### src/rtl/sprite_pkg.sv
// -----------------------------------------------------------------------------
// sprite_pkg
// Shared definitions for the per-scanline sprite scanner.
//   - bit positions of the fields in the two sprite attribute words
//   - scan FSM state encoding
//   - number of sprite slots held in the attribute RAM
//   - height_px(): sprite height in pixels from the 2-bit height code
// No ports (package).
// -----------------------------------------------------------------------------
package sprite_pkg;

    localparam int NUM_SPRITE_SLOTS = 128;

    // attr0 (RAM word 2n)
    localparam int ADDR_LSB  = 0;
    localparam int ADDR_MSB  = 11;
    localparam int MODE_BIT  = 15;
    localparam int X_LSB     = 16;
    localparam int X_MSB     = 25;

    // attr1 (RAM word 2n+1)
    localparam int Y_LSB     = 0;
    localparam int Y_MSB     = 9;
    localparam int HFLIP_BIT = 16;
    localparam int VFLIP_BIT = 17;
    localparam int Z_LSB     = 18;
    localparam int Z_MSB     = 19;
    localparam int COLL_LSB  = 20;
    localparam int COLL_MSB  = 23;
    localparam int PAL_LSB   = 24;
    localparam int PAL_MSB   = 27;
    localparam int W_LSB     = 28;
    localparam int W_MSB     = 29;
    localparam int H_LSB     = 30;
    localparam int H_MSB     = 31;

    typedef enum logic [2:0] {
        ST_IDLE,
        ST_RD0,
        ST_RD1,
        ST_EVAL,
        ST_PUSH,
        ST_FIN
    } scan_state_e;

    // 8, 16, 32 or 64 pixels
    function automatic logic [6:0] height_px(input logic [1:0] h);
        return 7'd8 << h;
    endfunction

endpackage

### src/rtl/sprite_vis_calc.sv
// -----------------------------------------------------------------------------
// sprite_vis_calc
// Combinational vertical-intersection test of one sprite against a scanline.
// Ports:
//   line     in  10  current scanline
//   attr1    in  32  sprite attribute word 1 (Y, VFLIP, Z, H fields used)
//   visible  out  1  sprite enabled (Z != 0) and covers the line
//   row      out  6  row within the sprite, vertical flip applied
// -----------------------------------------------------------------------------
module sprite_vis_calc
    import sprite_pkg::*;
(
    input  logic [9:0]  line,
    input  logic [31:0] attr1,
    output logic        visible,
    output logic [5:0]  row
);

    logic [6:0] height;
    logic [9:0] rel;
    logic       unused_attr;

    // rel wraps modulo 1024, so sprites starting near the bottom of the
    // line space continue at the top.
    always_comb begin
        height  = height_px(attr1[H_MSB:H_LSB]);
        rel     = line - attr1[Y_MSB:Y_LSB];
        visible = (attr1[Z_MSB:Z_LSB] != 2'b00) && (rel < {3'b000, height});
        // 6-bit arithmetic is enough: the flipped row is only kept mod 64
        row     = attr1[VFLIP_BIT] ? (height[5:0] - 6'd1 - rel[5:0]) : rel[5:0];
    end

    assign unused_attr = ^{attr1[29:20], attr1[16:10]};

endmodule

### src/rtl/sprite_scan_ctrl.sv
// -----------------------------------------------------------------------------
// sprite_scan_ctrl
// Per-scanline sprite attribute scanner. On each line start it walks the
// sprite attribute RAM (sprite n at words 2n / 2n+1), tests each sprite for
// vertical intersection with the line and pushes the visible ones, in index
// order, to the line renderer over a valid/ready interface.
//
// Optional build macro: SPRITE_SCAN_OVF_EN
//   adds ovf_o, set when a visible sprite is found after MAX_PER_LINE have
//   been emitted; the scan then keeps evaluating instead of stopping.
//
// Ports:
//   clk_i          in   1  system clock (also the RAM read clock)
//   rst_i          in   1  synchronous active-high reset
//   line_start_i   in   1  scan start pulse; aborts a scan in progress
//   line_i         in  10  line number, sampled with line_start_i
//   ram_rd_en_o    out  1  RAM read enable
//   ram_rd_addr_o  out  8  RAM read address
//   ram_rd_data_i  in  32  RAM read data, one cycle after the address
//   spr_valid_o    out  1  descriptor valid
//   spr_ready_i    in   1  renderer accepts descriptor
//   spr_idx_o      out  7  sprite index
//   spr_addr_o     out 12  pixel data address
//   spr_mode_o     out  1  1 = 8bpp
//   spr_x_o        out 10  x position
//   spr_row_o      out  6  row within sprite, vflip applied
//   spr_hflip_o    out  1  horizontal flip
//   spr_z_o        out  2  priority
//   spr_coll_o     out  4  collision class
//   spr_pal_o      out  4  palette
//   spr_width_o    out  2  width code
//   busy_o         out  1  scan in progress
//   done_o         out  1  one-cycle pulse at scan completion
//   ovf_o          out  1  (SPRITE_SCAN_OVF_EN only) per-line overflow
//
// state   | meaning
// --------+-----------------------------------------------------------------
// IDLE    | waiting for line_start_i
// RD0     | reading attr0 of sprite n
// RD1     | reading attr1 of sprite n, capturing attr0
// EVAL    | capturing attr1, deciding visibility
// PUSH    | waiting for the output register to free up, then loading it
// FIN     | done_o pulse, back to IDLE next cycle
// -----------------------------------------------------------------------------
module sprite_scan_ctrl
    import sprite_pkg::*;
#(
    parameter int NUM_SPRITES  = NUM_SPRITE_SLOTS,
    parameter int MAX_PER_LINE = 64
)
(
    input  logic        clk_i,
    input  logic        rst_i,
    input  logic        line_start_i,
    input  logic [9:0]  line_i,
    output logic        ram_rd_en_o,
    output logic [7:0]  ram_rd_addr_o,
    input  logic [31:0] ram_rd_data_i,
    output logic        spr_valid_o,
    input  logic        spr_ready_i,
    output logic [6:0]  spr_idx_o,
    output logic [11:0] spr_addr_o,
    output logic        spr_mode_o,
    output logic [9:0]  spr_x_o,
    output logic [5:0]  spr_row_o,
    output logic        spr_hflip_o,
    output logic [1:0]  spr_z_o,
    output logic [3:0]  spr_coll_o,
    output logic [3:0]  spr_pal_o,
    output logic [1:0]  spr_width_o,
`ifdef SPRITE_SCAN_OVF_EN
    output logic        ovf_o,
`endif
    output logic        busy_o,
    output logic        done_o
);

    scan_state_e state;
    logic [9:0]  line_q;
    logic [6:0]  spr_n;
    logic [7:0]  emit_cnt;

    // descriptor fields gathered while reading, held until PUSH can load them
    logic [11:0] p_addr;
    logic        p_mode;
    logic [9:0]  p_x;
    logic [5:0]  p_row;
    logic        p_hflip;
    logic [1:0]  p_z;
    logic [3:0]  p_coll;
    logic [3:0]  p_pal;
    logic [1:0]  p_width;

    logic        vis;
    logic [5:0]  vis_row;
    logic        last_n;
    logic        can_load;
    logic        take;
    logic        stop_at_limit;
    logic        unused_data;

    // In EVAL the RAM is presenting attr1 of the current sprite.
    sprite_vis_calc u_vis_calc (
        .line    (line_q),
        .attr1   (ram_rd_data_i),
        .visible (vis),
        .row     (vis_row)
    );

    assign last_n   = (spr_n == 7'(NUM_SPRITES - 1));
    assign can_load = !spr_valid_o || spr_ready_i;

`ifdef SPRITE_SCAN_OVF_EN
    logic emit_full;
    // past the limit, visible sprites only flag overflow
    assign emit_full     = (emit_cnt == 8'(MAX_PER_LINE));
    assign take          = vis && !emit_full;
    assign stop_at_limit = 1'b0;
`else
    assign take          = vis;
    assign stop_at_limit = ((emit_cnt + 8'd1) == 8'(MAX_PER_LINE));
`endif

    assign unused_data = ^{ram_rd_data_i[31:26], ram_rd_data_i[15:10]};

    always_ff @(posedge clk_i) begin
        if (rst_i) begin
            state         <= ST_IDLE;
            line_q        <= '0;
            spr_n         <= '0;
            emit_cnt      <= '0;
            p_addr        <= '0;
            p_mode        <= 1'b0;
            p_x           <= '0;
            p_row         <= '0;
            p_hflip       <= 1'b0;
            p_z           <= '0;
            p_coll        <= '0;
            p_pal         <= '0;
            p_width       <= '0;
            ram_rd_en_o   <= 1'b0;
            ram_rd_addr_o <= '0;
            spr_valid_o   <= 1'b0;
            spr_idx_o     <= '0;
            spr_addr_o    <= '0;
            spr_mode_o    <= 1'b0;
            spr_x_o       <= '0;
            spr_row_o     <= '0;
            spr_hflip_o   <= 1'b0;
            spr_z_o       <= '0;
            spr_coll_o    <= '0;
            spr_pal_o     <= '0;
            spr_width_o   <= '0;
`ifdef SPRITE_SCAN_OVF_EN
            ovf_o         <= 1'b0;
`endif
            busy_o        <= 1'b0;
            done_o        <= 1'b0;
        end else begin
            done_o <= 1'b0;

            // a transfer empties the output register unless PUSH reloads it
            if (spr_valid_o && spr_ready_i) begin
                spr_valid_o <= 1'b0;
            end

            if (line_start_i) begin
                // start, or abort-and-restart when already busy
                line_q        <= line_i;
                spr_n         <= '0;
                emit_cnt      <= '0;
                ram_rd_en_o   <= 1'b1;
                ram_rd_addr_o <= '0;
                busy_o        <= 1'b1;
                state         <= ST_RD0;
`ifdef SPRITE_SCAN_OVF_EN
                ovf_o         <= 1'b0;
`endif
                if (state != ST_IDLE) begin
                    spr_valid_o <= 1'b0;
                end
            end else begin
                case (state)
                    ST_IDLE: begin
                        busy_o <= 1'b0;
                    end

                    ST_RD0: begin
                        ram_rd_addr_o <= {spr_n, 1'b1};
                        state         <= ST_RD1;
                    end

                    ST_RD1: begin
                        ram_rd_en_o <= 1'b0;
                        p_addr      <= ram_rd_data_i[ADDR_MSB:ADDR_LSB];
                        p_mode      <= ram_rd_data_i[MODE_BIT];
                        p_x         <= ram_rd_data_i[X_MSB:X_LSB];
                        state       <= ST_EVAL;
                    end

                    ST_EVAL: begin
                        p_hflip <= ram_rd_data_i[HFLIP_BIT];
                        p_z     <= ram_rd_data_i[Z_MSB:Z_LSB];
                        p_coll  <= ram_rd_data_i[COLL_MSB:COLL_LSB];
                        p_pal   <= ram_rd_data_i[PAL_MSB:PAL_LSB];
                        p_width <= ram_rd_data_i[W_MSB:W_LSB];
                        p_row   <= vis_row;
`ifdef SPRITE_SCAN_OVF_EN
                        if (vis && emit_full) begin
                            ovf_o <= 1'b1;
                        end
`endif
                        if (take) begin
                            state <= ST_PUSH;
                        end else if (last_n) begin
                            done_o <= 1'b1;
                            state  <= ST_FIN;
                        end else begin
                            spr_n         <= spr_n + 7'd1;
                            ram_rd_en_o   <= 1'b1;
                            ram_rd_addr_o <= {spr_n + 7'd1, 1'b0};
                            state         <= ST_RD0;
                        end
                    end

                    ST_PUSH: begin
                        if (can_load) begin
                            spr_valid_o <= 1'b1;
                            spr_idx_o   <= spr_n;
                            spr_addr_o  <= p_addr;
                            spr_mode_o  <= p_mode;
                            spr_x_o     <= p_x;
                            spr_row_o   <= p_row;
                            spr_hflip_o <= p_hflip;
                            spr_z_o     <= p_z;
                            spr_coll_o  <= p_coll;
                            spr_pal_o   <= p_pal;
                            spr_width_o <= p_width;
                            emit_cnt    <= emit_cnt + 8'd1;
                            if (last_n || stop_at_limit) begin
                                done_o <= 1'b1;
                                state  <= ST_FIN;
                            end else begin
                                spr_n         <= spr_n + 7'd1;
                                ram_rd_en_o   <= 1'b1;
                                ram_rd_addr_o <= {spr_n + 7'd1, 1'b0};
                                state         <= ST_RD0;
                            end
                        end
                    end

                    ST_FIN: begin
                        busy_o <= 1'b0;
                        state  <= ST_IDLE;
                    end

                    default: begin
                        busy_o <= 1'b0;
                        state  <= ST_IDLE;
                    end
                endcase
            end
        end
    end

endmodule

### config.mk
export PLATFORM = sky130hd
export DESIGN_NAME = sprite_scan_ctrl
export DESIGN_NICKNAME = d
export VERILOG_FILES = /design/src/rtl/sprite_pkg.sv /design/src/rtl/sprite_vis_calc.sv /design/src/rtl/sprite_scan_ctrl.sv
export SDC_FILE = /design/constraint.sdc
export NUM_CORES = 1
export LEC_CHECK = 0
export BUFFER_PORTS_ARGS = -buffer_cell sky130_fd_sc_hd__buf_2
export CORE_ASPECT_RATIO = 1.2
export CORE_MARGIN = 2
export CORE_UTILIZATION = 40
export CTS_CLUSTER_DIAMETER = 50
export DETAILED_ROUTE_END_ITERATION = 12
export SLEW_MARGIN = 5
export SYNTH_ARGS = -nofsm -noshare
export SYNTH_HDL_FRONTEND = slang
export SYNTH_SLANG_ARGS = --single-unit
### constraint.sdc
create_clock -name clk_i -period 3.4 [get_ports clk_i]
set_clock_uncertainty 0.2 [all_clocks]
set_input_delay 0 -clock clk_i [delete_from_list [all_inputs] [get_ports clk_i]]
set_output_delay 0 -clock clk_i [all_outputs]
set_load 0.02 [all_outputs]
### After elaboration in Yosys (flattened, before gate mapping)

Index checks and enable logic that the tools add are counted.

* $add $sub $neg: 5
* magnitude comparators: 1
* equality and inequality tests: 16
* shift-type cells: 1
* multiplexer cells: 35
* bitwise operators: 2
* reductions and logical operators: 22

Operators with widths (count)
* 8-bit two-way mux: 4
* 7-bit two-way mux: 4
* 8-bit case mux with 3 select lines: 1
* 1-bit two-way mux: 17
* 3-bit case mux with 5 select lines: 1
* 5-bit AND reduction: 3
* 7-bit case mux with 2 select lines: 1
* 3-bit two-way mux: 4
* 3-bit != test, second input constant: 4
* 10-bit by 7-bit < comparator with 1-bit output: 1
* 2-bit != test, second input constant: 5
* 2-bit AND reduction: 5
* 10-bit subtractor: 1
* 8-bit by 1-bit adder with 8-bit output, second input constant: 1
* 8-bit by 7-bit equality test with 1-bit output, second input constant: 1
* 7-bit by 1-bit adder with 7-bit output, second input constant: 1
* 7-bit equality test, second input constant: 1
* 4-bit by 2-bit left shift with 7-bit output, first input constant: 1
* 3-bit by 2-bit equality test with 1-bit output, second input constant: 2
* 6-bit two-way mux: 1
* 3-bit nonzero test: 2
* 6-bit by 1-bit subtractor with 6-bit output, second input constant: 1
* 6-bit subtractor: 1
* 2-bit nonzero test: 2
* 14 further kinds: 17

* bits in registers: 131
* input bits: 46
* output and inout bits: 61
* logic and storage cells: 111

### Longest topological paths before layout

* depth in word-level cells: 7
* depth in mapped cells: 16
* gate-level depth less buffers: 15

### Cells and area by module

Synthesis repeated with hierarchy kept, for this count alone.

* cells, all modules: 721
* area total of the unflattened synthesis: 5769.3 µm²

Modules (own cells, without submodules)
* sprite_scan_ctrl: instances 1, cells an instance 621, area each 5041.1 µm², seq. area each 2622.5 µm²
* sprite_vis_calc: instances 1, cells an instance 100, area each 728.2 µm², seq. area each 0.0 µm²

### Worst setup path before layout

Ideal clock, no wire load.

* path kind: flip-flop to flip-flop
* start: register line_q[0]
* end: register ram_rd_addr_o[0]
* library setup time: 0.116 ns
* arrival time: 2.881 ns
* data required time: 3.084 ns
* setup slack: 0.203 ns
* stages on the path, launching flop included: 17
* buffers on the path: 1
* period minus slack after synthesis: 3.197 ns
* path through: dfxtp_1 inv_1 ha_1 inv_1 fa_1 a21o_1 a21oi_1 xnor2_1 ha_1 o21ai_0 a21oi_1 a211oi_1 nand3b_1 nand4b_4 and2_1 buf_6 o211a_1

* longest elaborated chain between the ends: 5

RTL lines
* start, declared: RTL line sprite_scan_ctrl.sv:79 `logic [9:0] line_q;`
* start signal, assigned: RTL line sprite_scan_ctrl.sv:169 `line_q <= line_i;`
* 10-bit subtractor: RTL line sprite_vis_calc.sv:27 `rel = line - attr1[Y_MSB:Y_LSB];`
* 10-bit by 7-bit < comparator with 1-bit output: RTL line sprite_vis_calc.sv:28 `visible = (attr1[Z_MSB:Z_LSB] != 2'b00) && (rel < {3'b000, height});`
* 1-bit logical AND: RTL line sprite_vis_calc.sv:28
* 2-bit != test (no line)
* 5-bit AND reduction (no line)
* end signal, assigned: RTL line sprite_scan_ctrl.sv:189 `ram_rd_addr_o <= {spr_n, 1'b1};`
* end signal, assigned: RTL line sprite_scan_ctrl.sv:221 `ram_rd_addr_o <= {spr_n + 7'd1, 1'b0};`
* end signal, assigned: RTL line sprite_scan_ctrl.sv:246 `ram_rd_addr_o <= {spr_n + 7'd1, 1'b0};`
* end, declared: RTL line sprite_scan_ctrl.sv:57 `output logic [7:0] ram_rd_addr_o,`

No other way between the ends.
A chain may end at the register's enable or synchronous reset.

### Worst setup path in the final report

* start: register line_q[0]
* end: register ram_rd_addr_o[5]

Same word-level chain as after synthesis.

==> reports/summary.txt <==
layout cells sized above 1 = 20.4%
initial core utilization = 41.1%
fmax = 0.307 GHz
Synth top area share = 46.2%
Setup Fix Bufs, Post-CTS = 0
critical path buffer and inverter count = 3
std cell rows = 47
Remaining Overflow, GRT = 0
H-Tree Level Count = 4
CP endpoint kind = register
Reg clk slew, reported paths = 0.06 ns
first-pass GRT wire length = 23,900 um
Post-synth EDFFs = 0
Worst Max-Slew Pin Slew = 0.976 ns
YS warnings = 0
ys async rst share = 0%
Synth Net Count = 761
CTS root buffer = clkbuf_16
Fin Hold WS = 0.0198 ns
io pins = 107
CP cell instances = inv_1, ha_1, inv_1, fa_2, a21o_1, a21oi_2, xnor2_2, ha_1, o21ai_0, a21oi_1, a211oi_2, nand3b_1, nand4b_4, buf_8, a21oi_1, a211oi_2
GRT Util Overall = 19.4%
Final Wtd Congestion = 0.795
R2R Setup Slk = 0.14 ns
sequential-to-total area share from yosys stat = 46.2%
CTS tree = yes
Residual DRC = 0
Detailed Route Iter0 Violations = 353
worst min-delay path class = input pin to register
Main synth FF type = dfxtp_1
largest cells by area after synthesis = dfxtp_1, nand2_1, a21oi_1
max-cap check violation count = 0
Slowest-stage cell, CP = fa_2
area leader, netlist = dfxtp_1
TritonCTS Buffers = 17
Clock Tree Buf Depth = 2
number of global-route vias before repair = 5,045
crit path max fanout = 21
die area = 15,200 um2
crit share post-route = 95.7%
Mapped Area = 5680 um2
PwrDens = 516 nW/um2
Avg Cell Area, Syn = 8.15 um2
post-DP HPWL = 9630 um
largest net degree at the start of global routing = 98
initial antenna violation count = 0
post-DR wirelength/cell = 14.3 um
slew margin rel. = 35.0%
Final Net Count = 906
leakage power = 3.08 nW
Fillers = 1,332
#FFs+latches synth = 131
via count = 5,178
most numerous cell in the Yosys netlist = nand2_1
Skew-Pair Late Insertion Delay = 0.42 ns
die height = 135 um
crit path DAT = 3.33 ns
port bufs = 103
critical path class = register to register
Post-Syn Instances = 697
Max Slew Vio Count = 0
min Tclk post-route = 3.26 ns
final setup vio count = 0
core box area = 13,800 um2
Top delay family on crit path = compound AO/OA/AOI/OAI gates
Die Wd = 113 um
DR vias/cell = 5.05
ANT cells = 0
status = finished clean
Yosys cell types = 53
Peak VDD IR = 0.388 mV
Final TNS setup = 0 ns
# clock sinks = 131
drt pass-1 iters = 4
Worst setup SP type = register
most frequent cells after synthesis = nand2_1, dfxtp_1, a21oi_1, nor2_1, clkbuf_1
Fin. Hold Viols = 0
Worst EP required = 3.48 ns
slowest stage delay, CP = 0.38 ns
Final ANT Viol Nets = 0
Final Routed Wirelength = 14,700 um
area grow syn2layout = 32.7%
==> through the flow <==
| step | worst slack, ns | std cells | power (mW) | utilization (%) | cell area, um2 |
|---|---|---|---|---|---|
| floorplan | 0.203 | 697 | 1.80 | - | 5680 |
| global placement | 0.0634 | 939 | 1.89 | 45.7 | 6310 |
| detailed placement | -0.0259 | 939 | 1.89 | 45.7 | 6310 |
| CTS | 0.00225 | 1025 | 3.92 | 54.3 | 7500 |
| global route | -0.0134 | 1025 | 4.02 | 54.5 | 7530 |
| finish | 0.145 | 1025 | 3.89 | 54.5 | 7530 |
==> flip-flops by register name, summed over array words and instances (netlist names), 2 cells and up <==
register       count
ram_rd_addr_o      8
p_z                2
spr_idx_o          7
spr_z_o            2
line_q            10
state              3
spr_width_o        2
p_pal              4
p_width            2
spr_addr_o        12
spr_row_o          6
p_addr            12
p_row              6
p_x               10
p_coll             4
spr_x_o           10
spr_coll_o         4
emit_cnt           8
spr_pal_o          4
spr_n              7
==> what timing repair did <==
action,4_1_cts,5_1_grt
pin swaps,0,3
setup endpoints to repair,10,17
endpoints found under the hold margin,59,0
hold buffers,55,0
resized for setup,2,8
==> cell type report <==
cell class / count / area (um2) / area share (%)
Clock buffer: 22 / 484 / 6.43
Clock inverter: 9 / 151 / 2.01
Inverter: 16 / 60.1 / 0.797
Multi-Input combinational cell: 508 / 2850 / 37.8
Sequential cell: 131 / 2620 / 34.8
Tap cell: 171 / 214 / 2.84
Timing Repair Buffer: 168 / 1150 / 15.3
==> cells by family after synthesis <==
group,count (synthesis),synth area share (%)
buffers and inverters,58,4.41
and+or+nand+nor,289,21.9
xor gates and xnor gates,23,3.55
adders and majority gates,18,4.23
DFF,131,46.2
muxes,13,2.29
AOI/OAI and AO/OA,165,17.4
==> worst paths after layout <==
path                 from               end  cells after the start
min reg2reg        p_z[1]        spr_z_o[1]                      2
max reg2reg     line_q[0]  ram_rd_addr_o[5]                     16
min          line_start_i       ram_rd_en_o                      3
max             line_q[0]  ram_rd_addr_o[5]                     16
==> where the power goes <==
| group | total [mW] | switching, mW | internal [mW] |
|---|---|---|---|
| clock | 1.96 | 0.659 | 1.30 |
| combinational | 0.361 | 0.189 | 0.173 |
| sequential | 1.57 | 0.0134 | 1.56 |
| total | 3.89 | 0.861 | 3.03 |
==> metal layers <==
| layer | wire, um | track usage (%) |
|---|---|---|
| met5 | 0 | 0 |
| met4 | 129 | 6.30 |
| met3 | 535 | 4.26 |
| met2 | 7460 | 34.2 |
| met1 | 6540 | 23.5 |
==> placed cells by master (no fill, tap or decap), types with 3 or more instances in the layout <==
| cell type | instances |
|---|---|
| buf_2 | 102 |
| bufinv_16 | 4 |
| a211oi_1 | 5 |
| clkbuf_8 | 4 |
| nand4_1 | 5 |
| nand3b_1 | 4 |
| a211oi_2 | 8 |
| a21o_1 | 5 |
| dfxtp_1 | 131 |
| inv_1 | 16 |
| a31o_2 | 6 |
| dlygate4sd3_1 | 55 |
| clkbuf_16 | 17 |
| o211ai_1 | 6 |
| a21oi_2 | 3 |
| nand2_1 | 193 |
| nand3_1 | 7 |
| clkinv_2 | 3 |
| o21ai_0 | 9 |
| nor2_1 | 43 |
| xnor2_1 | 14 |
| and2_1 | 3 |
| nand2b_1 | 8 |
| and4_1 | 4 |
| xor2_1 | 8 |
| ha_1 | 16 |
| mux2i_1 | 13 |
| buf_4 | 10 |
| a21oi_1 | 109 |
==> worst reg2reg max path, cell delays in order, from the launching register on <==
cell      delay, ns
dfxtp_1        0.31
inv_1          0.06
ha_1           0.16
inv_1          0.06
fa_2           0.38
a21o_1         0.20
a21oi_2        0.18
xnor2_2        0.16
ha_1           0.26
o21ai_0        0.07
a21oi_1        0.10
a211oi_2       0.21
nand3b_1       0.11
nand4b_4       0.20
buf_8          0.18
a21oi_1        0.21
a211oi_2       0.07
Power figures use the tool's default switching activity.
